--- config.mk ---
export PLATFORM = sky130hd
export DESIGN_NAME = controller
export DESIGN_NICKNAME = d
export VERILOG_FILES = /design/src/rtl/controller_pkg.sv /design/src/rtl/drain_counter.sv /design/src/rtl/controller.sv
export SDC_FILE = /design/constraint.sdc
export NUM_CORES = 1
export LEC_CHECK = 0
export CAP_MARGIN = 20
export CELL_PAD_IN_SITES_DETAIL_PLACEMENT = 1
export CELL_PAD_IN_SITES_GLOBAL_PLACEMENT = 2
export CORE_MARGIN = 1
export CORE_UTILIZATION = 29
export DETAILED_ROUTE_END_ITERATION = 16
export MAX_ROUTING_LAYER = met4
export PLACE_DENSITY = 0.74
export SYNTH_ARGS = -nofsm -noshare
export SYNTH_HDL_FRONTEND = slang
export SYNTH_SLANG_ARGS = --single-unit
--- constraint.sdc ---
create_clock -name clk -period 1.4 [get_ports clk]
set_input_delay 0.28 -clock clk [delete_from_list [all_inputs] [get_ports clk]]
set_output_delay 0.28 -clock clk [all_outputs]
set_load 0.1 [all_outputs]
--- src/rtl/controller_pkg.sv ---
// Shared types and constants for the run-sequence controller.
// Holds the controller state enum, the drain terminal count and the uartsel codes.
// Imported by controller and drain_counter.
package controller_pkg;

  localparam int COUNT_W = 13;

  // Last value of the drain counter; a drain phase therefore lasts 8192 cycles.
  localparam logic [COUNT_W-1:0] DRAIN_MAX = 13'h1FFF;

  localparam logic [2:0] UARTSEL_IDLE = 3'd0;
  localparam logic [2:0] UARTSEL_FSM0 = 3'd1;
  localparam logic [2:0] UARTSEL_FSM1 = 3'd2;
  localparam logic [2:0] UARTSEL_DONE = 3'd3;

  typedef enum logic [2:0] {
    init      = 3'd0,
    startFSM0 = 3'd1,
    waitFSM0  = 3'd2,
    waituart0 = 3'd3,
    startFSM1 = 3'd4,
    waitFSM1  = 3'd5,
    waituart1 = 3'd6,
    finish    = 3'd7
  } ctrl_state_t;

endpackage

--- src/rtl/drain_counter.sv ---
// Purpose: free-running drain counter with synchronous clear, enable and terminal-count flag.
// Latency: count updates one cycle after i_en; o_tc is combinational from the count.
// Backpressure: none; the counter advances on every enabled cycle.
// Ports: clk, reset (async active-high), i_clr (sync clear, wins over i_en),
//        i_en (increment), o_count (current value), o_tc (count == DRAIN_MAX).
module drain_counter
  import controller_pkg::*;
(
  input  logic               clk,
  input  logic               reset,
  input  logic               i_clr,
  input  logic               i_en,
  output logic [COUNT_W-1:0] o_count,
  output logic               o_tc
);

  logic [COUNT_W-1:0] r_count;

  always_ff @(posedge clk or posedge reset) begin
    if (reset) begin
      r_count <= '0;
    end else if (i_clr) begin
      r_count <= '0;
    end else if (i_en) begin
      r_count <= r_count + COUNT_W'(1);
    end
  end

  assign o_count = r_count;
  assign o_tc    = (r_count == DRAIN_MAX);

endmodule

--- src/rtl/controller.sv ---
// Purpose: sequences FSM0 launch/wait, a UART drain, FSM1 launch/wait, then reports done.
// Latency: one cycle per launch state; each drain phase lasts exactly 8192 cycles.
// Backpressure: waits indefinitely on doneFSM0/doneFSM1; start only sampled in init.
// Ports: clk, reset (async active-high), start, beginFSM0/doneFSM0, beginFSM1/doneFSM1,
//        uartsel[2:0] (UART source select), done (sequence complete).
// Config: define UART1_DRAIN_EN to add a second 8192-cycle drain (waituart1) after FSM1.
module controller
  import controller_pkg::*;
(
  input  logic       clk,
  input  logic       reset,
  input  logic       start,
  output logic       beginFSM0,
  input  logic       doneFSM0,
  output logic       beginFSM1,
  input  logic       doneFSM1,
  output logic [2:0] uartsel,
  output logic       done
);

  ctrl_state_t        state;
  ctrl_state_t        w_next;
  logic [COUNT_W-1:0] count;
  logic               w_drain;
  logic               w_tc;

  // The counter is held at zero outside the drain states, so it is 0 on entry.
  assign w_drain = (state == waituart0) || (state == waituart1);

  drain_counter u_drain (
    .clk     (clk),
    .reset   (reset),
    .i_clr   (!w_drain),
    .i_en    (w_drain),
    .o_count (count),
    .o_tc    (w_tc)
  );

  always_ff @(posedge clk or posedge reset) begin
    if (reset) begin
      state <= init;
    end else begin
      state <= w_next;
    end
  end

  always_comb begin
    w_next    = state;
    beginFSM0 = 1'b0;
    beginFSM1 = 1'b0;
    done      = 1'b0;
    uartsel   = UARTSEL_IDLE;
    case (state)
      init: begin
        if (start) w_next = startFSM0;
      end
      startFSM0: begin
        beginFSM0 = 1'b1;
        uartsel   = UARTSEL_FSM0;
        w_next    = waitFSM0;
      end
      waitFSM0: begin
        uartsel = UARTSEL_FSM0;
        if (doneFSM0) w_next = waituart0;
      end
      waituart0: begin
        uartsel = UARTSEL_FSM0;
        if (w_tc) w_next = startFSM1;
      end
      startFSM1: begin
        beginFSM1 = 1'b1;
        uartsel   = UARTSEL_FSM1;
        w_next    = waitFSM1;
      end
      waitFSM1: begin
        uartsel = UARTSEL_FSM1;
`ifdef UART1_DRAIN_EN
        if (doneFSM1) w_next = waituart1;
`else
        if (doneFSM1) w_next = finish;
`endif
      end
      waituart1: begin
        // Only reachable with UART1_DRAIN_EN.
        uartsel = UARTSEL_FSM1;
        if (w_tc) w_next = finish;
      end
      finish: begin
        done    = 1'b1;
        uartsel = UARTSEL_DONE;
      end
      default: w_next = init;
    endcase
  end

endmodule

==> summary.txt, run 1 <==
Synthesis
  • Mapped cell area: 838 um^2
  • Mux contribution to synthesized area: 0%
  • Simple-Gate Fraction of Synth Area: 23.7%
  • Synth Area in XOR/XNOR: 4.18%
  • Combinational family with the most area after synthesis: simple AND/OR/NAND/NOR gates
  • Post-Syn Nets: 97
  • Average size of a mapped cell: 9.21 um^2
  • Post-synthesis cell count: 91
  • Synth cell types: 27
  • Yosys warnings: 0
  • Synth Area in Compound Gates: 16.9%
  • #FFs+latches synth: 16
  • Adder-Cell Fraction of Synth Area: 1.49%
  • Register area share after synthesis: 47.8%

STA
  • Clock skew: 0.00584 ns
  • Post-Route Setup TNS: -1.30 ns
  • Final slew viol count: 0
  • Worst Slack Setup Final: -0.200 ns
  • Tmin final: 1.60 ns
  • RSZ-0062 raised after global routing: yes
  • Final setup viols: 10
  • Final hold viol count: 0
  • Period utilization: 114%
  • Fmax: 625 MHz
  • Final hold slack: 0.290 ns

Global routing
  • Global-route wire length before repair: 3930 um
  • Number of global-route vias before repair: 838
  • Gr ovfl total: 0
  • Initial antenna violation count: 0
  • GRT Resource Usage Total: 16.4%
  • Largest net degree at the start of global routing: 17

Finish
  • Storage cell area: 405 um^2
  • Multi-input gate area: 504 um^2
  • Layout cells sized above 1: 52.6%
  • Final non-filler cell total: 164
  • Core Util, Final: 51.5%
  • Filler cells: 311
  • N_diodes: 0
  • Fin area: 1420 um^2
  • Final nets: 140
  • Synth-to-layout area growth: 69.6%

Drt
  • Remaining DRCs: 0
  • DRT iter0 DRCs: 9
  • TritonRoute pass-1 iters: 4
  • Final WL: 2490 um
  • WL/cell: 15.2 um
  • ANT nets after route: 0
  • DR vias/cell: 5.20
  • Routed vias: 853

Outcome
  • Status: finished, violations left
  • Violated checks: setup timing

Clock tree
  • TritonCTS clock tree: built
  • CTS max path bufs: 2
  • Clk sinks: 16
  • Total CTS buffers: 3
  • Skew-Pair Late Insertion Delay: 0.30 ns
  • H-tree depth: 1
  • Clock transition at the registers of the reported paths: 0.10 ns
  • Root Buffer: clkbuf_4

Floorplan
  • Rows: 19
  • Die height: 55.8 um
  • I/O pins: 11
  • Die width: 55.8 um
  • Placeable Area: 2760 um^2
  • Starting density of the core: 30.4%
  • Die area: 3110 um^2

Place
  • GPL Wtd Cong: 0.812
  • Worst slack, placed: -0.126 ns
  • Buffers on Ports: 9
  • Post-DP HPWL: 1650 um
  • Placed cells: 148
  • Area post-placement: 1200 um^2

Pwr
  • VDD IR max: 0.000987 V
  • Cell Pwr Density: 886 nW/um^2
  • Pwr Total: 1.26 mW
  • Lkg Pwr: 0.612 nW

Setup path
  • Critical Path Start Type: flop
  • Crit path capture type: flop
  • Slowest stage delay, CP: 0.47 ns
  • Cells along the critical path: ha_2 -> nand4_1 -> buf_4 -> or4_4 -> a21oi_2
  • Crit path arrival time: 1.83 ns
  • CP Max Fanout: 4
  • CP Class: reg2reg
  • Critical-path top delay cell: or4_4
  • Worst path buffer plus inverter count: 1
  • Cell family with most CP delay: simple AND/OR/NAND/NOR gates
  • Data required, critical path: 1.63 ns

Flow run
  • Maxcap violations: 0

Min path
  • Worst hold path class: in2async
[per-layer routing]
metal | vias up | wire (um) | GRT usage (%)
li1 | 417 | - | -
met1 | 422 | 1100 | 22.8
met2 | 14 | 1300 | 24.8
met3 | 0 | 98 | 4.88
met4 | 0 | 0 | 1.07
met5 | - | 0 | -
[cells in the final DEF (no fill, tap or decap), drive strengths merged, types with 3 or more instances in the layout]
master / instances
clkbuf: 4
nand2: 4
nand3: 5
dfrtp: 16
buf: 40
a21oi: 8
or3: 5
xor2: 3
nor2: 6
or4: 4
clkdlybuf4s50: 4
inv: 5
o21ai: 7
o31ai: 5
nand4: 5
[sequential cells by signal, indices dropped and copies added (netlist names)]
register / cells
state: 3
u_drain.o_count: 13
[what timing repair did]
action / in CTS / in global routing
hold buffers: 0 / 0
setup buffers: 7 / 6
resized for setup: 12 / 13
pin swaps: 3 / 11
endpoints found under the setup margin: 12 / 15
[tightest hold or removal path, cell delays in order]
cell and delay [ns]:
clkdlybuf4s50_1 0.40, inv_1 0.05, buf_4 0.24
[worst paths after layout]
check	from	to	slack, ns	depth (start not counted)
max in group asynchronous	reset	state[1]	0.90	3
min in group clk	u_drain.o_count[0]	u_drain.o_count[0]	0.58	2
worst min-delay path	reset	state[2]	0.29	3
worst max register to register	u_drain.o_count[0]	u_drain.o_count[12]	-0.20	5
worst max-delay path	u_drain.o_count[0]	u_drain.o_count[12]	-0.20	5
worst min register to register	u_drain.o_count[0]	u_drain.o_count[0]	0.58	2
[cells in the mapped netlist]
| cell type | instances | share of area, % |
|---|---|---|
| dfrtp_1 | 16 | 48 |
| a21oi_1 | 8 | 4.8 |
| o21ai_0 | 7 | 4.2 |
| nor2_1 | 6 | 2.7 |
| inv_1 | 5 | 2.2 |
| nand3_1 | 5 | 3.0 |
| o31ai_1 | 5 | 4.5 |
| clkbuf_1 | 4 | 1.8 |
| nand2_1 | 4 | 1.8 |
| nand4_1 | 4 | 3.0 |
| or4_1 | 4 | 3.6 |
| or3_1 | 3 | 2.2 |
| xor2_1 | 3 | 3.1 |
| and3_1 | 2 | 1.5 |
| nor3_1 | 2 | 1.2 |
| or3_2 | 2 | 1.8 |
| a221o_1 | 1 | 1.2 |
| a32o_1 | 1 | 1.2 |
| a32oi_1 | 1 | 1.0 |
| and2_1 | 1 | 0.75 |
| buf_2 | 1 | 0.60 |
| buf_4 | 1 | 0.90 |
| conb_1 | 1 | 0.45 |
| ha_1 | 1 | 1.5 |
| nand4_2 | 1 | 1.5 |
| nor2b_1 | 1 | 0.75 |
| xnor2_1 | 1 | 1.0 |
[cell type report]
| class | instances | share of cell area, % |
|---|---|---|
| timing repair buffer | 44 | 29.4 |
| sequential | 16 | 28.5 |
| inverter | 5 | 1.32 |
| clock buffer | 4 | 2.55 |
| multi-input combinational | 64 | 35.5 |
| tap | 31 | 2.73 |
[where the power goes]
group | switching [mW] | leakage [nW] | internal [mW]
Clock | 0.163 | 0.0210 | 0.159
Combinational | 0.166 | 0.388 | 0.185
Sequential | 0.0607 | 0.203 | 0.526
[cells by family (layout without fill, tap and decap cells)]
logic type / count (synthesis) / in the layout
AOI/OAI and AO/OA: 23 / 23
other: 1 / 1
xor gates and xnor gates: 4 / 4
and+or+nand+nor: 35 / 35
adders and majority gates: 1 / 1
buffers and inverters: 11 / 53
DFF: 16 / 16
Note: power is estimated with default switching activity, not from simulation.
==> inputs of run 2 (changes only) <==
--- a/config.mk
+++ b/config.mk
@@ -10,6 +10,7 @@
 export CELL_PAD_IN_SITES_GLOBAL_PLACEMENT = 2
 export CORE_MARGIN = 1
 export CORE_UTILIZATION = 29
+export CTS_BUF_LIST = sky130_fd_sc_hd__clkbuf_16
 export DETAILED_ROUTE_END_ITERATION = 16
 export MAX_ROUTING_LAYER = met4
 export PLACE_DENSITY = 0.74
==> run 2 against run 1 <==
Compared with the run above: the run still ends with setup timing left; sequential power is essentially flat; power grew 26%; global-route usage grew 1.4 points; wire length grew 11%; non-clock buffer count grew 3; core utilization grew 2.3 points; die area is the same; first-iteration DRC count grew 11%; critical endpoint unchanged.
==> summary.txt, run 2 (synthesized netlist as in run 1, its figures left out) <==
STA
  • Worst Slack Setup Final: -0.255 ns (-0.0548 ns)
  • Final slew viol count: 0 (unchanged)
  • RSZ-0062 raised after global routing: yes
  • Final hold viol count: 0 (unchanged)
  • Period utilization: 118% (+3.9 points)
  • Final setup viols: 14 (+4)
  • Clock skew: 0.00235 ns (-0.00348 ns)
  • Tmin final: 1.66 ns (+0.0548 ns)
  • Fmax: 604 MHz (-3.3%)

Place
  • Placed cells: 148 (unchanged)
  • GPL Wtd Cong: 0.812 (unchanged)
  • Buffers on Ports: 9 (unchanged)
  • Worst slack, placed: -0.126 ns (unchanged)
  • Post-DP HPWL: 1650 um (unchanged)
  • Area post-placement: 1200 um^2 (unchanged)

Outcome
  • Status: finished, violations left
  • Violated checks: setup timing

Setup path
  • CP Class: reg2reg
  • Critical Path Start Type: flop
  • Cell family with most CP delay: simple AND/OR/NAND/NOR gates
  • CP Max Fanout: 4 (unchanged)
  • Cells along the critical path: ha_2 -> nand4_1 -> buf_4 -> or4_4 -> a21oi_2
  • Crit path arrival time: 1.83 ns (about the same)
  • Crit path capture type: flop
  • Data required, critical path: 1.58 ns (-0.05 ns)
  • Worst path buffer plus inverter count: 1 (unchanged)
  • Critical-path top delay cell: or4_4
  • Slowest stage delay, CP: 0.47 ns (about the same)

Pwr
  • Cell Pwr Density: 1070 nW/um^2 (+21%)
  • Pwr Total: 1.59 mW (+26%)
  • VDD IR max: 0.00112 V (+13%)
  • Lkg Pwr: 0.647 nW (+5.8%)

Clock tree
  • Root Buffer: clkbuf_16
  • Skew-Pair Late Insertion Delay: 0.25 ns (-0.05 ns)
  • Clock transition at the registers of the reported paths: 0.05 ns (-0.05 ns)
  • H-tree depth: 1 (unchanged)
  • Clk sinks: 16 (unchanged)
  • Total CTS buffers: 3 (unchanged)
  • TritonCTS clock tree: built
  • CTS max path bufs: 2 (unchanged)
  • Hold-fix buffers at CTS: 0 (unchanged)

Floorplan
  • I/O pins: 11 (unchanged)
  • Die area: 3110 um^2 (unchanged)
  • Die height: 55.8 um (unchanged)
  • Placeable Area: 2760 um^2 (unchanged)
  • Starting density of the core: 30.4% (unchanged)
  • Die width: 55.8 um (unchanged)
  • Rows: 19 (unchanged)

Drt
  • Remaining DRCs: 0 (unchanged)
  • DR vias/cell: 5.14 (-1.2%)
  • Final WL: 2780 um (+11%)
  • WL/cell: 16.6 um (+9.5%)
  • ANT nets after route: 0 (unchanged)
  • Routed vias: 858 (+0.59%)
  • TritonRoute pass-1 iters: 4 (unchanged)
  • DRT iter0 DRCs: 10 (+1)

Global routing
  • Largest net degree at the start of global routing: 17 (unchanged)
  • Initial antenna violation count: 0 (unchanged)
  • GRT Resource Usage Total: 17.8% (+1.4 points)
  • Number of global-route vias before repair: 865 (+3.2%)
  • Gr ovfl total: 0 (unchanged)
  • Global-route wire length before repair: 4180 um (+6.5%)

Finish
  • Number of flip-flops in the largest register: 13 (unchanged)
  • Synth-to-layout area growth: 77.2%
  • N_diodes: 0 (unchanged)
  • Final nets: 143 (+2.1%)
  • Layout cells sized above 1: 51.5% (-1.2 points)
  • Core Util, Final: 53.9% (+2.3 points)
  • Filler cells: 301 (-3.2%)
  • Final non-filler cell total: 167 (+1.8%)
  • Fin area: 1490 um^2 (+4.5%)
  • Most common cell after layout, fill and taps aside: buf_4
  • Most frequent cells in the layout: buf_4, dfrtp_1

Min path
  • Worst hold path class: in2async

Flow run
  • Maxcap violations: 0 (unchanged)
run 2: layer usage:
metal	GRT usage, %	part of all wire, %	vias to the layer above	wire, um
li1	-	-	416	-
met1	23.8	44	436	1220
met2	27.5	54	6	1500
met3	5.58	2.1	0	57
met4	1.79	0	0	0
met5	-	0	-	0
run 2: area by class of cell:
| cell class | count | area [um^2] | share of cell area, % |
|---|---|---|---|
| clock buffer | 3 | 75.1 | 5.05 |
| clock inverter | 1 | 3.75 | 0.253 |
| inverter | 5 | 18.8 | 1.26 |
| multi-input combinational | 64 | 500 | 33.7 |
| sequential | 16 | 404 | 27.2 |
| tap | 31 | 38.8 | 2.61 |
| timing repair buffer | 47 | 444 | 29.9 |
run 2: power breakdown:
part	internal, mW	switching (mW)	total (mW)
Combinational	0.236	0.189	0.425
Sequential	0.525	0.0621	0.587
Clock	0.380	0.194	0.574
Total	1.14	0.446	1.59
run 2: through the flow:
stage / TNS, ns / hold slack [ns]
floorplan: -0.299 / 0.194
global placement: -0.110 / 0.538
detailed placement: -0.473 / 0.555
CTS: -0.696 / 0.358
global route: -2.70 / 0.382
finish: -1.86 / 0.351
run 2: final timing paths:
| check | startpoint | endpoint | slack (ns) | cells past startpoint |
|---|---|---|---|---|
| max | u_drain.o_count[1] | u_drain.o_count[12] | -0.26 | 5 |
| min | reset | state[2] | 0.35 | 3 |
| max reg2reg | u_drain.o_count[1] | u_drain.o_count[12] | -0.26 | 5 |
| min reg2reg | u_drain.o_count[12] | u_drain.o_count[12] | 0.57 | 2 |
| max in group asynchronous | reset | state[1] | 0.84 | 3 |
| min in group clk | u_drain.o_count[12] | u_drain.o_count[12] | 0.57 | 2 |
run 2: repair_timing:
item / 4_1_cts / 5_1_grt
pin swaps: 4 / 12
gates cloned: 0 / 0
setup endpoints to repair: 12 / 14
gates resized for setup: 12 / 12
buffers inserted: 7 / 8
run 2: worst min-delay path, stage by stage:
cell and delay [ns]:
clkdlybuf4s50_1 0.40, inv_1 0.05, buf_4 0.23
